`src/rtl/bram_sd_seq_pkg.sv`:
```
`default_nettype none
// ============================================================================
// Module   : bram_sd_seq_pkg
// Purpose  : Shared types and constants for the backup-RAM SD sector sequencer.
// Revision : 1.0 - initial release
// ============================================================================
package bram_sd_seq_pkg;

  localparam int c_SLOT_W          = 2;
  localparam int c_DEFAULT_SECTORS = 128;
  localparam int c_DEFAULT_TIMEOUT = 16777216;

  typedef enum logic [1:0] {
    ST_IDLE = 2'd0,
    ST_REQ  = 2'd1,
    ST_XFER = 2'd2
  } state_t;

endpackage
`default_nettype wire

```
`src/rtl/bram_sd_seq_timer.sv`:
```
`default_nettype none
// ============================================================================
// Module   : bram_sd_seq_timer
// Purpose  : Acknowledge-wait counter; flags expiry after TIMEOUT-1 counts.
// Revision : 1.0 - initial release
// ============================================================================
module bram_sd_seq_timer
  import bram_sd_seq_pkg::*;
#(
  parameter int TIMEOUT = c_DEFAULT_TIMEOUT
) (
  input  logic clk_sys,
  input  logic reset,
  input  logic clear,
  input  logic enable,
  output logic expired
);

  localparam int                 c_CNT_W = (TIMEOUT > 2) ? $clog2(TIMEOUT) : 1;
  localparam logic [c_CNT_W-1:0] c_LAST  = c_CNT_W'(TIMEOUT - 1);

  logic [c_CNT_W-1:0] r_cnt;

  // Count cycles spent waiting for an acknowledge; clear has priority.
  always_ff @(posedge clk_sys or posedge reset) begin
    if (reset) begin
      r_cnt <= '0;
    end else if (clear) begin
      r_cnt <= '0;
    end else if (enable) begin
      r_cnt <= r_cnt + c_CNT_W'(1);
    end
  end

  assign expired = (r_cnt == c_LAST);

endmodule
`default_nettype wire

```
`src/rtl/bram_sd_seq.sv`:
```
`default_nettype none
// ============================================================================
// Module   : bram_sd_seq
// Purpose  : Streams one save slot of backup RAM to/from SD, one sector per
//            sd_ack handshake, with dirty tracking and request timeout.
// Revision : 1.0 - initial release
// ============================================================================
module bram_sd_seq
  import bram_sd_seq_pkg::*;
#(
  parameter int SECTORS = c_DEFAULT_SECTORS,
  parameter int TIMEOUT = c_DEFAULT_TIMEOUT
) (
  input  logic                clk_sys,
  input  logic                reset,
  input  logic                bk_ena,
  input  logic                bk_load,
  input  logic                bk_save,
  input  logic [c_SLOT_W-1:0] slot,
  input  logic                bram_we,
  input  logic                sd_ack,
  output logic [31:0]         sd_lba,
  output logic                sd_rd,
  output logic                sd_wr,
  output logic                bk_loading,
  output logic                busy,
  output logic                dirty,
  output logic                done,
  output logic                err
);

  localparam int c_SEC_W = (SECTORS > 2) ? $clog2(SECTORS) : 1;
  localparam int c_PAD_W = 32 - c_SLOT_W - c_SEC_W;

  state_t r_state;
  logic   r_load_q;
  logic   r_save_q;
  logic   r_ack_q;

  logic        w_load_rise;
  logic        w_save_rise;
  logic        w_ack_rise;
  logic        w_ack_fall;
  logic        w_start;
  logic        w_last;
  logic        w_seq_done;
  logic        w_next_sector;
  logic        w_expired;
  logic [31:0] w_start_lba;

  assign w_load_rise   = bk_load & ~r_load_q;
  assign w_save_rise   = bk_save & ~r_save_q;
  assign w_ack_rise    = sd_ack & ~r_ack_q;
  assign w_ack_fall    = ~sd_ack & r_ack_q;
  assign w_start       = (r_state == ST_IDLE) && bk_ena && (w_load_rise || w_save_rise);
  assign w_last        = &sd_lba[c_SEC_W-1:0];
  assign w_seq_done    = (r_state == ST_XFER) && w_ack_fall && w_last;
  assign w_next_sector = (r_state == ST_XFER) && w_ack_fall && !w_last;
  assign w_start_lba   = {{c_PAD_W{1'b0}}, slot, {c_SEC_W{1'b0}}};

  // Edge-detect history for the request levels and the acknowledge.
  always_ff @(posedge clk_sys or posedge reset) begin
    if (reset) begin
      r_load_q <= 1'b0;
      r_save_q <= 1'b0;
      r_ack_q  <= 1'b0;
    end else begin
      r_load_q <= bk_load;
      r_save_q <= bk_save;
      r_ack_q  <= sd_ack;
    end
  end

  bram_sd_seq_timer #(
    .TIMEOUT (TIMEOUT)
  ) u_timer (
    .clk_sys (clk_sys),
    .reset   (reset),
    .clear   (w_start || w_next_sector),
    .enable  (r_state == ST_REQ),
    .expired (w_expired)
  );

  // Sector sequencer: issue a request, wait for ack high, then ack low.
  always_ff @(posedge clk_sys or posedge reset) begin
    if (reset) begin
      r_state    <= ST_IDLE;
      sd_lba     <= '0;
      sd_rd      <= 1'b0;
      sd_wr      <= 1'b0;
      bk_loading <= 1'b0;
      busy       <= 1'b0;
      done       <= 1'b0;
      err        <= 1'b0;
    end else begin
      done <= 1'b0;
      err  <= 1'b0;
      case (r_state)
        ST_IDLE: begin
          // Load wins over a simultaneous save edge.
          if (w_start) begin
            sd_lba     <= w_start_lba;
            sd_rd      <= w_load_rise;
            sd_wr      <= ~w_load_rise;
            bk_loading <= w_load_rise;
            busy       <= 1'b1;
            r_state    <= ST_REQ;
          end
        end
        ST_REQ: begin
          if (w_ack_rise) begin
            sd_rd   <= 1'b0;
            sd_wr   <= 1'b0;
            r_state <= ST_XFER;
          end else if (w_expired) begin
            sd_rd      <= 1'b0;
            sd_wr      <= 1'b0;
            busy       <= 1'b0;
            bk_loading <= 1'b0;
            err        <= 1'b1;
            r_state    <= ST_IDLE;
          end
        end
        ST_XFER: begin
          if (w_seq_done) begin
            busy       <= 1'b0;
            bk_loading <= 1'b0;
            done       <= 1'b1;
            r_state    <= ST_IDLE;
          end else if (w_next_sector) begin
            // The request direction is implied by bk_loading for the whole run.
            sd_lba  <= sd_lba + 32'd1;
            sd_rd   <= bk_loading;
            sd_wr   <= ~bk_loading;
            r_state <= ST_REQ;
          end
        end
        default: r_state <= ST_IDLE;
      endcase
    end
  end

  // Dirty flag: core writes outside a load set it; a completed run clears it.
  always_ff @(posedge clk_sys or posedge reset) begin
    if (reset) begin
      dirty <= 1'b0;
    end else if (bram_we && !bk_loading) begin
      dirty <= 1'b1;
    end else if (w_seq_done) begin
      dirty <= 1'b0;
    end
  end

endmodule
`default_nettype wire

```
`config.mk`:
```
export PLATFORM = sky130hd
export DESIGN_NAME = bram_sd_seq
export DESIGN_NICKNAME = d
export VERILOG_FILES = /design/src/rtl/bram_sd_seq_pkg.sv /design/src/rtl/bram_sd_seq_timer.sv /design/src/rtl/bram_sd_seq.sv
export SDC_FILE = /design/constraint.sdc
export NUM_CORES = 1
export LEC_CHECK = 0
export ABC_AREA = 0
export BUFFER_PORTS_ARGS = -buffer_cell sky130_fd_sc_hd__buf_4
export CAP_MARGIN = 30
export CORE_MARGIN = 5
export CORE_UTILIZATION = 30
export DETAILED_ROUTE_END_ITERATION = 8
export GPL_TIMING_DRIVEN = 0
export SLEW_MARGIN = 20
export SYNTH_ARGS = -nofsm -noshare
export SYNTH_HDL_FRONTEND = slang
export SYNTH_SLANG_ARGS = --single-unit
```
`constraint.sdc`:
```
create_clock -name clk_sys -period 3.4 [get_ports clk_sys]
set_input_delay 0.68 -clock clk_sys [delete_from_list [all_inputs] [get_ports clk_sys]]
set_output_delay 0.68 -clock clk_sys [all_outputs]
set_load 0.02 [all_outputs]
```
After elaboration in Yosys (flattened, before gate mapping)
Cells that the tools add are included.
- add/subtract/negate cells: 2
- bitwise logic cells: 10
- mux-type cells: 33
- equal/unequal tests: 11
- reductions and logical operators: 20
- operators by type and width (kind ; number):
    $mux W32 ; 3
    $pmux W32 S2 ; 1
    $mux W24 ; 2
    $add A32 B1 Y32 const B ; 1
    $add A24 B1 Y24 const B ; 1
    $eq A24 B24 Y1 const B ; 1
    $mux W1 ; 17
    $ne A2 B2 Y1 const B ; 6
    $pmux W1 S3 ; 4
    $mux W2 ; 5
    $reduce_and A5 Y1 ; 2
    $reduce_and A7 Y1 ; 1
    $logic_and A1 B1 Y1 ; 6
    $ne A3 B3 Y1 const B ; 2
    $not A1 Y1 ; 6
    $pmux W2 S3 ; 1
    $reduce_bool A2 Y1 ; 3
    $and A1 B1 Y1 ; 4
    $reduce_and A4 Y1 ; 1
    $reduce_and A3 Y1 ; 1
    $reduce_bool A3 Y1 ; 1
    $eq A2 B1 Y1 const B ; 1
    $eq A2 B2 Y1 const B ; 1
    $logic_not A1 Y1 ; 2
    2 further kinds ; 3
- input bits: 9
- bits in registers: 68
- word-level logic and storage cells: 89
- output and inout bits: 39

Logic depth before layout (Yosys ltp)
- depth in word-level cells: 7
- gate-level depth with buffers: 10
- depth with buffers taken out: 7

Cells and area by module
A second synthesis with hierarchy kept.
- cells, all modules: 371
- area, all modules: 3558.4 µm²
- modules (own cells, without submodules) (module ; area an instance (µm²) ; seq. area each (µm²) ; cells an instance ; instances):
    bram_sd_seq ; 2296.0 ; 1101.1 ; 237 ; 1
    bram_sd_seq_timer ; 1262.5 ; 600.6 ; 134 ; 1

Worst setup path after synthesis
No wires, ideal clock.
- path kind: flip-flop to flip-flop
- from: register sd_lba[0]
- to: register sd_lba[4]
- setup time: 78 ps
- buffers on the path: 2
- stages on the path, launching flop included: 9
- period minus slack after synthesis: 2132 ps
- data required time: 3322 ps
- arrival time: 2054 ps
- setup slack: 1268 ps
- cell sequence: dfrtp_1 ha_1 nand4_1 o211a_1 o22ai_1 clkbuf_1 clkbuf_1 o21ai_0 a21oi_1
- longest elaborated chain between the ends: 5
- elaborated cells on any way between the ends: 11
- classes of those cells: 1 x add/sub; 2 x eq/ne; 3 x mux; 5 x reduce/logical
- ends and longest elaborated chain (item ; line ; RTL):
    start: declaration ; bram_sd_seq.sv:22 ; output logic [31:0] sd_lba,
    start signal: assignment ; bram_sd_seq.sv:102 ; sd_lba <= w_start_lba;
    start signal: assignment ; bram_sd_seq.sv:132 ; sd_lba <= sd_lba + 32'd1;
    branches (longest 5 deep; another with $add A32 B1 Y32) ; - ;
Several ways; the timed one is not identified. The select of a mux whose other input is x is not followed.
A chain may end at the register's enable or synchronous reset.

Final worst setup path
- from: register sd_lba[0]
- to: register sd_lba[5]
Same word-level chain as after synthesis.

==> results_dict.tcl <==
set metrics [dict create \
    dieArea_mm2 0.01332 \
    cts_sinks 68 \
    start_kind "register" \
    synth_nets 358 \
    synth_area_mm2 0.003334 \
    io_pins 48 \
    via_per_inst 4.947 \
    final.period_utilization_pct 74.42 \
    placed_cells 531 \
    root_buffer "clkbuf_8" \
    yosys.area_share.xor_xnor_pct 6.041 \
    yosys.area_share.simple_pct 24.69 \
    syn2layout_area_growth_pct 23.08 \
    core-area_mm2 0.01089 \
    top_regs "sd_lba (32), u_timer.r_cnt (24), r_state (2)" \
    worst_pin_slew_ns 0.8127 \
    cts_hold_buf 0 \
    hpwl_um 5696 \
    ys_types 46 \
    yosys.area_share.adder_pct 2.251 \
    synth_top_family_by_area "simple AND/OR/NAND/NOR gates" \
    yosys_warnings 0 \
    r2r_cells 8 \
    antenna_found_initial 0 \
    start_util_pct 30.63 \
    dpl_cell_area_mm2 0.003892 \
    drc 0 \
    h-tree-depth 3 \
    grt_use_total_pct 12.40 \
    grt-ovfl-total 0 \
    grt_max_degree 55 \
    fin_nets 417 \
    synthCells 343 \
    fin_area_mm2 0.004104 \
    final_antenna_net_count 0 \
    grt_pass1_vias 2615 \
    die_h_um 115.4 \
    hold_class "in2async" \
    fin_crit_ns 2.530 \
    die_x_um 115.4 \
    critPathCaptureType "register" \
    synthMuxAreaShare_pct 2.552 \
    rsz0062_at_grt "false" \
    p_per_area_mw_per_mm2 565.1 \
    fin_skew_ns 0.01541 \
    top_register "sd_lba" \
    num_vias 2706 \
    first_pass_iters 4 \
    synth.avg_cell_area_um2 9.721 \
    status "finished, final reports clean" \
    finalWorstSetupSlack_ns 0.8698 \
    ys_seq_area_share_pct 51.03 \
    wl_per_cell_um 14.39 \
    ys.flop_type "dfrtp_1" \
    cp.arrival_ns 2.78 \
    layout.cells.non_filler 547 \
    vdd_drop_max_v 0.0003429 \
    post_cts_buffers 0 \
    synthTopCellsByCount "68 x dfrtp_1, 39 x nor2_1, 36 x nand2_1, 15 x and2_1" \
    maxCapViolations 0 \
    gp_congestion 0.7910 \
    num_rows 38 \
    clkTransAtPathRegs_ns 0.08 \
    relSlewSlack_pct 45.61 \
    grt_pass1_wl_um 13170 \
    synth_async_sr_flop_share_pct 100.0 \
    synth_compound_area_share_pct 10.88 \
    port-buffer-count 47 \
    ys_seq_elements 68 \
    cts_buffers 9 \
    dp_worst_setup_slack_ns 0.8845 \
    hold_viol_final 0 \
    clockBufferDepth 2 \
    drtIter0Drc 102 \
    cp_data_required_time_ns 3.65 \
    slew_viol_final 0 \
    cts_tree "built" \
    crit_type "reg2reg" \
    synth_area_leaders "dfrtp_1 51%, nor2_1 4.4%, nand2_1 4.1%, xnor2_1 3.4%, and2_1 2.8%" \
    drive_above_1_share_pct 18.18 \
    synth_top_area_share_pct 51.03 \
    post_cts_resized 0 \
    power_leakage_nw 1.845 \
    synth_edf_count 0 \
    finalSetupTns_ns 0 \
    drt_wl_total_um 7872 \
    worst-path-max-fanout 10 \
    setup-violations-final 0 \
    fillers 1087 \
    antennaDiodeCount 0 \
    largest_reg_flops 32 \
    clock_latency_ns 0.35 \
    utilization_pct 37.69 \
    synth_most_common_cell "dfrtp_1" \
    yosysTopAreaCell "dfrtp_1" \
    fmax_mhz 395.2 \
]
[critical path, cell delays in order (launching register included)]
cell and delay (ns):
dfrtp_1 0.42, ha_1 0.23, nand4_1 0.24, o211a_1 0.32, o22ai_1 0.17, clkbuf_1 0.39, clkbuf_1 0.41, o21ai_0 0.16
o31ai_1 0.08
[cells by family (layout without fill, tap and decap cells)]
kind of cell | after synthesis | in the layout
buffers and inverters | 22 | 86
AOI/OAI and AO/OA | 56 | 56
adders and majority gates | 6 | 6
and+or+nand+nor | 160 | 160
muxes | 8 | 8
DFF | 68 | 68
xor gates and xnor gates | 23 | 23
[layout by cell type (no fill, tap or decap), types with 4 or more instances in the layout]
cell and instances:
a21oi_1 13, a31oi_1 5, and2_1 15, and3_1 4, buf_4 47, clkbuf_1 10, clkbuf_8 11, dfrtp_1 68
ha_1 6, inv_1 9, mux2_2 4, mux2i_1 4, nand2_1 36, nand2b_1 4, nand3_1 12, nand4_1 12
nor2_1 39, nor2b_1 5, nor3_1 9, nor4_1 5, o21ai_0 12, o31ai_1 8, or3_1 5, xnor2_1 13
xor2_1 10
[final timing paths]
check	slack, ns	startpoint	to
worst max-delay path	0.87	sd_lba[0]	sd_lba[5]
min in group clk_sys	0.45	bk_load	r_load_q
max in group asynchronous	2.60	reset	r_state[0]
worst max register to register	0.87	sd_lba[0]	sd_lba[5]
worst min-delay path	0.25	reset	sd_lba[4]
worst min register to register	0.51	sd_lba[25]	sd_lba[25]
[power breakdown]
part	switching (mW)	internal, mW
sequential	0.0709	0.887
combinational	0.407	0.256
clock	0.319	0.380
[routing by layer]
metal	up-vias	track usage (%)	part of all wire, %
met5	-	0	0
met2	51	18.71	45
met1	1322	17.67	50
met4	0	3.599	1.2
li1	1324	-	-
met3	9	3.185	4.3
[layout make-up]
| cell class | count | area (um2) | area share, % |
|---|---|---|---|
| buffer | 12 | 47.55 | 1.159 |
| clock buffer | 11 | 151.4 | 3.689 |
| clock inverter | 5 | 60.06 | 1.463 |
| inverter | 10 | 40.04 | 0.9756 |
| multi-input combinational | 253 | 1548 | 37.71 |
| sequential | 68 | 1702 | 41.46 |
| tap | 140 | 175.2 | 4.268 |
| timing repair buffer | 48 | 380.4 | 9.268 |
[through the flow]
stage | hold slack (ns) | power (mW)
6_report | 0.2549 | 2.319
5_1_grt | 0.2519 | 2.475
4_1_cts | 0.2414 | 2.353
3_5_place_dp | 0.5067 | 1.642
3_3_place_gp | 0.5035 | 1.626
2_1_floorplan | 0.4966 | 1.430
(Power assumes the default switching activity.)
